--- config.mk ---
export PLATFORM = sky130hd
export DESIGN_NAME = mem_stream_reader_m
export DESIGN_NICKNAME = d
export VERILOG_FILES = /design/src/rtl/mem_stream_pkg.sv /design/src/rtl/mem_stream_buf_m.sv /design/src/rtl/sdp_distributed_ram_m.sv /design/src/rtl/mem_stream_reader_m.sv
export SDC_FILE = /design/constraint.sdc
export NUM_CORES = 1
export LEC_CHECK = 0
export ABC_CLOCK_PERIOD_IN_PS = 2300
export CAP_MARGIN = 20
export CORE_ASPECT_RATIO = 1.1
export CORE_MARGIN = 2
export CORE_UTILIZATION = 48
export DETAILED_ROUTE_END_ITERATION = 10
export GPL_ROUTABILITY_DRIVEN = 0
export PLACE_DENSITY_LB_ADDON = 0.15
export SLEW_MARGIN = 30
export SYNTH_ARGS = -nofsm -noshare
export SYNTH_HDL_FRONTEND = slang
export SYNTH_HIERARCHICAL = 1
export SYNTH_SLANG_ARGS = --single-unit
--- constraint.sdc ---
create_clock -name clk -period 2.3 [get_ports clk]
set_input_delay 0.23 -clock clk [delete_from_list [all_inputs] [get_ports clk]]
set_output_delay 0.23 -clock clk [all_outputs]
set_load 0.05 [all_outputs]
--- src/rtl/mem_stream_pkg.sv ---
// Shared types and sizing helpers for the memory stream reader.
// Purely declarative: no logic, no timing of its own.
package mem_stream_pkg;

    typedef enum logic [1:0] {
        IDLE  = 2'd0,
        ISSUE = 2'd1,
        DRAIN = 2'd2
    } state_e;

    // Enough slots for every read in flight plus one word stalled at the output
    // and one being refilled, so a ready consumer sees one word per clock.
    function automatic int buf_depth(input int read_latency);
        return read_latency + 2;
    endfunction

    function automatic int ptr_width(input int depth);
        return (depth <= 2) ? 1 : $clog2(depth);
    endfunction

endpackage

--- src/rtl/mem_stream_buf_m.sv ---
// First-word-fall-through FIFO with occupancy count and synchronous flush.
// Pushed word is visible on the next cycle; producer must respect count_o (no full flag).
module mem_stream_buf_m
    import mem_stream_pkg::*;
#(
    parameter int WIDTH = 17,
    parameter int DEPTH = 3,
    parameter int CNT_W = ptr_width(DEPTH + 1)
) (
    input  logic             clk_i,
    input  logic             rst_ni,
    input  logic             clr_i,
    input  logic             push_i,
    input  logic [WIDTH-1:0] push_dat_i,
    input  logic             pop_i,
    output logic             pop_vld_o,
    output logic [WIDTH-1:0] pop_dat_o,
    output logic [CNT_W-1:0] count_o
);

    localparam int AW = ptr_width(DEPTH);

    logic [AW-1:0]    wr_q, rd_q;
    logic [CNT_W-1:0] cnt_q;
    logic             do_pop;

    assign do_pop    = pop_i && (cnt_q != '0);
    assign pop_vld_o = (cnt_q != '0);
    assign count_o   = cnt_q;

    always_ff @(posedge clk_i or negedge rst_ni) begin
        if (!rst_ni) begin
            wr_q  <= '0;
            rd_q  <= '0;
            cnt_q <= '0;
        end else if (clr_i) begin
            wr_q  <= '0;
            rd_q  <= '0;
            cnt_q <= '0;
        end else begin
            if (push_i) wr_q <= wr_q + AW'(1);
            if (do_pop) rd_q <= rd_q + AW'(1);
            cnt_q <= cnt_q + CNT_W'(push_i) - CNT_W'(do_pop);
        end
    end

    // Pointers wrap at the power-of-two RAM depth; occupancy never exceeds DEPTH.
    sdp_distributed_ram_m #(
        .ADDR_WIDTH     (AW),
        .DATA_WIDTH     (WIDTH),
        .OUT_REGISTERED ("NO")
    ) u_ram (
        .clk_i   (clk_i),
        .we_i    (push_i && !clr_i),
        .waddr_i (wr_q),
        .wdata_i (push_dat_i),
        .raddr_i (rd_q),
        .rdata_o (pop_dat_o)
    );

endmodule

--- src/rtl/sdp_distributed_ram_m.sv ---
// Simple-dual-port distributed RAM: one synchronous write port, one read port.
// Read latency 0 (OUT_REGISTERED="NO") or 1 ("YES"); no flow control.
module sdp_distributed_ram_m #(
    parameter int    ADDR_WIDTH     = 2,
    parameter int    DATA_WIDTH     = 17,
    parameter string OUT_REGISTERED = "NO"
) (
    input  logic                  clk_i,
    input  logic                  we_i,
    input  logic [ADDR_WIDTH-1:0] waddr_i,
    input  logic [DATA_WIDTH-1:0] wdata_i,
    input  logic [ADDR_WIDTH-1:0] raddr_i,
    output logic [DATA_WIDTH-1:0] rdata_o
);

    logic [DATA_WIDTH-1:0] mem_q [2**ADDR_WIDTH];

    always_ff @(posedge clk_i) begin
        if (we_i) begin
            mem_q[waddr_i] <= wdata_i;
        end
    end

    generate
        if (OUT_REGISTERED == "YES") begin : g_reg
            logic [DATA_WIDTH-1:0] rdata_q;
            always_ff @(posedge clk_i) begin
                rdata_q <= mem_q[raddr_i];
            end
            assign rdata_o = rdata_q;
        end else begin : g_comb
            assign rdata_o = mem_q[raddr_i];
        end
    endgenerate

endmodule

--- src/rtl/mem_stream_reader_m.sv ---
// Walks a RAM address range and streams the words out; first word READ_LATENCY+2 cycles after start.
// Credit-limited issue, full m_ready backpressure; MEM_STREAM_READER_ABORT_EN adds an abort input.
module mem_stream_reader_m
    import mem_stream_pkg::*;
#(
    parameter int ADDR_WIDTH   = 8,
    parameter int WORD_WIDTH   = 16,
    parameter int READ_LATENCY = 1
) (
    input  logic                  clk,
    input  logic                  rst_n,
    input  logic                  start,
    input  logic [ADDR_WIDTH-1:0] base_addr,
    input  logic [ADDR_WIDTH:0]   len,
    output logic                  busy,
    output logic                  done,
    output logic [ADDR_WIDTH-1:0] raddr,
    input  logic [WORD_WIDTH-1:0] rdata,
    output logic                  m_valid,
    output logic [WORD_WIDTH-1:0] m_data,
    output logic                  m_last,
    input  logic                  m_ready
`ifdef MEM_STREAM_READER_ABORT_EN
    ,
    input  logic                  abort
`endif
);

    localparam int BUF_DEPTH = buf_depth(READ_LATENCY);
    localparam int CNT_W     = ptr_width(BUF_DEPTH + 1);
    localparam logic [CNT_W:0] DEPTH_L = (CNT_W+1)'(BUF_DEPTH);

    state_e                state_q, state_d;
    logic [ADDR_WIDTH-1:0] addr_q, addr_d;
    logic [ADDR_WIDTH:0]   remain_q, remain_d;
    logic                  done_q, done_d;
    logic                  issue, issue_last, flush;
    logic                  cap_vld, cap_last;
    logic [CNT_W-1:0]      inflight, buf_cnt;
    logic [CNT_W:0]        occ;
    logic                  buf_vld, pop;
    logic [WORD_WIDTH:0]   buf_dat;

    assign occ = {1'b0, buf_cnt} + {1'b0, inflight};
    assign pop = buf_vld && m_ready;

    always_comb begin
        state_d    = state_q;
        addr_d     = addr_q;
        remain_d   = remain_q;
        done_d     = 1'b0;
        issue      = 1'b0;
        issue_last = 1'b0;
        flush      = 1'b0;
        case (state_q)
            IDLE: begin
                if (start) begin
                    if (len != '0) begin
                        state_d  = ISSUE;
                        addr_d   = base_addr;
                        remain_d = len;
                    end else begin
                        done_d = 1'b1;
                    end
                end
            end
            ISSUE: begin
                if (occ < DEPTH_L) begin
                    issue      = 1'b1;
                    issue_last = (remain_q == (ADDR_WIDTH+1)'(1));
                    remain_d   = remain_q - (ADDR_WIDTH+1)'(1);
                    // raddr parks on the final address rather than running one past it.
                    if (issue_last) state_d = DRAIN;
                    else            addr_d  = addr_q + ADDR_WIDTH'(1);
                end
            end
            DRAIN: begin
                if (pop && buf_dat[WORD_WIDTH]) begin
                    state_d = IDLE;
                    done_d  = 1'b1;
                end
            end
            default: state_d = IDLE;
        endcase
`ifdef MEM_STREAM_READER_ABORT_EN
        if (abort && (state_q != IDLE)) begin
            state_d    = IDLE;
            addr_d     = addr_q;
            remain_d   = '0;
            issue      = 1'b0;
            issue_last = 1'b0;
            flush      = 1'b1;
            done_d     = 1'b1;
        end
`endif
    end

    always_ff @(posedge clk or negedge rst_n) begin
        if (!rst_n) begin
            state_q  <= IDLE;
            addr_q   <= '0;
            remain_q <= '0;
            done_q   <= 1'b0;
        end else begin
            state_q  <= state_d;
            addr_q   <= addr_d;
            remain_q <= remain_d;
            done_q   <= done_d;
        end
    end

    // Issue-flag delay line matching the RAM read latency; its output marks rdata as valid.
    generate
        if (READ_LATENCY == 0) begin : g_comb
            assign cap_vld  = issue;
            assign cap_last = issue_last;
            assign inflight = '0;
        end else begin : g_pipe
            logic [READ_LATENCY-1:0] vld_q, last_q;
            always_ff @(posedge clk or negedge rst_n) begin
                if (!rst_n) begin
                    vld_q  <= '0;
                    last_q <= '0;
                end else if (flush) begin
                    vld_q  <= '0;
                    last_q <= '0;
                end else begin
                    vld_q  <= (vld_q << 1)  | READ_LATENCY'(issue);
                    last_q <= (last_q << 1) | READ_LATENCY'(issue_last);
                end
            end
            always_comb begin
                inflight = '0;
                for (int i = 0; i < READ_LATENCY; i++) begin
                    inflight = inflight + CNT_W'(vld_q[i]);
                end
            end
            assign cap_vld  = vld_q[READ_LATENCY-1];
            assign cap_last = last_q[READ_LATENCY-1];
        end
    endgenerate

    mem_stream_buf_m #(
        .WIDTH (WORD_WIDTH + 1),
        .DEPTH (BUF_DEPTH),
        .CNT_W (CNT_W)
    ) u_buf (
        .clk_i      (clk),
        .rst_ni     (rst_n),
        .clr_i      (flush),
        .push_i     (cap_vld),
        .push_dat_i ({cap_last, rdata}),
        .pop_i      (pop),
        .pop_vld_o  (buf_vld),
        .pop_dat_o  (buf_dat),
        .count_o    (buf_cnt)
    );

    assign busy    = (state_q != IDLE);
    assign done    = done_q;
    assign raddr   = addr_q;
    assign m_valid = buf_vld;
    assign m_data  = buf_vld ? buf_dat[WORD_WIDTH-1:0] : '0;
    assign m_last  = buf_vld && buf_dat[WORD_WIDTH];

endmodule

==> metrics, run 1 <==
PwrDens 1320 nW/µm²; CP endpoint kind primary output; Max clock buf depth 2; Critical Path AT 1.96 ns; Vias/cell 5.69; I/O pin cnt 65; num rows 36; Detail Placement HPWL 5700 µm; die area between 9000 and 10000 µm²; Root Buffer clkbuf_8; met3 WL post-DR 376 µm; routed len/inst 17.0 µm; post-route worst setup slack 0.111 ns; crit share post-route between 90% and 100%; fin nets 420; Clock Latency Late Sink 0.35 ns; DRT Pass-1 Iters 4; Max Used Layer met4; synthesis-stage register bit count 96; Die Y around 100 µm; post-CTS resize count 1; hold slack 0.254 ns; number of buffers created by CTS 9; Crit path max-delay family buffers and inverters; GRT Total Usage around 18%; post-route minimum period about 2.2 ns; TritonCTS clock tree built; register area share after synthesis 62.3%; Worst setup SP type flip-flop; # clock sinks 96; Detail Route met2 WL ~4200 µm; CP Cell Sequence or2_2 -> clkdlybuf4s50_1; Mapped Nets 344; RSZ-0062 raised after global routing false; H-Tree Depth 3; setup TNS 0 ns; Tightest Pin Transition 0.522 ns; crit-path max cell delay roughly 0.74 ns; Final Total Pwr ~7000 µW; n_diodes 0; asr flop ratio synth between 20% and 30%; fin. max-slew vios 0; DIE WIDTH 95.3 µm; clock transition at the registers of the reported paths 0.08 ns; core box area 8870 µm²; largest net degree at the start of global routing 29; most frequent cells in the layout edfxtp_1, clkdlybuf4s50_1, buf_4; Avg Cell Area, Syn 14.7 µm²; Initial Utilization 49.6%; Finished Layout Cells 494; Peak VDD IR 871 µV; number of global-route vias before repair ~2700; Initial DRC Count between 80 and 90; Setup CP Type flip-flop to primary output; drt drc 0; Post-Syn Instances 300; Mapped Area 4400 µm²; Rel. slew slack between 60 and 70%; initial antenna violation count 0; final setup fails 0; area grow syn2layout 23.7%; Netlist cell types roughly 60; Ys Warns 6; Most used DFF post-synth edfxtp_1; Max-Cap Viols 0; gr ovfl total 0; number of synthesized flops with an enable pin 68; worst min path class input pin to async pin; WP data required 2.07 ns; status completed; post-CTS setup buffer count 0; placed insts 479; WP buf/inv 1; Vias roughly 2800; final WL approximately 8400 µm; Hold Fails Final Rpt 0; final clock skew roughly 0.0092 ns; Place WS approximately 0.13 ns; Slowest-stage cell, CP clkdlybuf4s50_1; Leak 0.00204 µW; number of hold buffers added after CTS 0; IO buf count 64; global-route wire length before repair 13500 µm; wl on met1 3730 µm; FMAX 0.457 GHz; commonest non-fill, non-tap cell in the layout edfxtp_1; CP Max Fanout 13; layout cells sized above 1 20.0%; Routed Antenna Nets 0
cells in the mapped netlist, types with 4 or more instances:
cell type / instances / share of area [%]
a41oi_1: 6 / 1.2
o22ai_1: 4 / 0.57
a31oi_1: 9 / 1.3
o211ai_1: 5 / 0.85
o21ai_0: 7 / 0.80
buf_2: 10 / 1.1
ha_1: 7 / 2.0
mux4_2: 10 / 5.1
o2bb2ai_1: 4 / 0.80
nor2b_1: 5 / 0.71
or3_1: 4 / 0.57
a21oi_1: 12 / 1.4
nor2_1: 11 / 0.94
inv_1: 6 / 0.51
nand2b_1: 4 / 0.57
mux4_1: 7 / 4.2
nand3_1: 4 / 0.45
nand2_1: 17 / 1.4
and2_1: 19 / 2.7
dfrtp_1: 28 / 16
edfxtp_1: 68 / 46
worst reg2reg max path, cell delays in order, from the launching register on:
cell and delay, ns:
dfrtp_1 0.45, ha_1 0.23, ha_1 0.26, a21oi_1 0.26, a22o_1 0.21, buf_4 0.22
nand2_2 0.16, mux2i_1 0.15
final timing paths:
kind	startpoint	endpoint	slack, ns	cells after the start
max reg2reg	cap_vld	remain_q[1]	0.25	7
max	u_buf/count_o[1]	m_valid	0.11	2
min reg2reg	cap_last	u_buf/u_ram/mem_q[2][16]	0.50	0
min in group clk	base_addr[1]	raddr[1]	0.44	3
max in group asynchronous	rst_n	u_buf/rd_q[1]	1.74	2
min	rst_n	raddr[6]	0.25	2
logic make-up (layout without fill, tap and decap cells):
kind of cell             Yosys count  in the layout  share of synthesized area, %
AO/OA/AOI/OAI                     60             60                          9.29
XOR/XNOR                           2              2                         0.710
adder cells (fa/ha/maj)            7              7                          1.99
buffers and inverters             23            103                          3.07
flip-flops                        96             96                          62.3
multiplexers                      20             20                          10.1
other                              1              1                        0.0852
AND/OR/NAND/NOR                   91             91                          12.4
where the power goes:
part / leakage, µW / total [µW] / internal, µW / switching [µW]
Sequential: 0.000951 / 2590 / 2270 / 318
Clock: 0.000130 / 1400 / 834 / 562
Combinational: 0.000956 / 3190 / 1280 / 1910
Total: 0.00204 / 7170 / 4380 / 2790
metrics by stage:
step | cell area (µm²) | util, %
6_report | 5450 | 61.4
2_1_floorplan | 4410 | -
4_1_cts | 5450 | 61.4
5_1_grt | 5450 | 61.4
3_3_place_gp | 5180 | 58.4
3_5_place_dp | 5180 | 58.4
sequential cells by signal, indices dropped and copies added (netlist names):
| signal | count |
|---|---|
| cap_last | 1 |
| cap_vld | 1 |
| done | 1 |
| raddr | 8 |
| remain_q | 9 |
| state_q | 2 |
| u_buf/count_o | 2 |
| u_buf/rd_q | 2 |
| u_buf/u_ram/mem_q | 68 |
| u_buf/wr_q | 2 |
final cells by class:
class                           count  area, µm²
Timing Repair Buffer               82        746
Fill cell                         686       3430
Sequential cell                    96       2750
Inverter                            6       22.5
Clock buffer                        9        124
Tap cell                          114        143
Multi-Input combinational cell    181       1530
Clock inverter                      6        138
per-layer routing:
layer	vias up	track usage (%)
met4	0	4.35
met5	-	0
li1	1330	-
met3	8	3.55
met1	1395	23.5
met2	80	29.3
Note: power is estimated with default switching activity, not from simulation.
==> run 2: changes to the inputs <==
- SLEW_MARGIN: 30 -> 20
==> results of run 2 <==
Same layout as run 1: the final DEF is identical, and so are final timing and power.
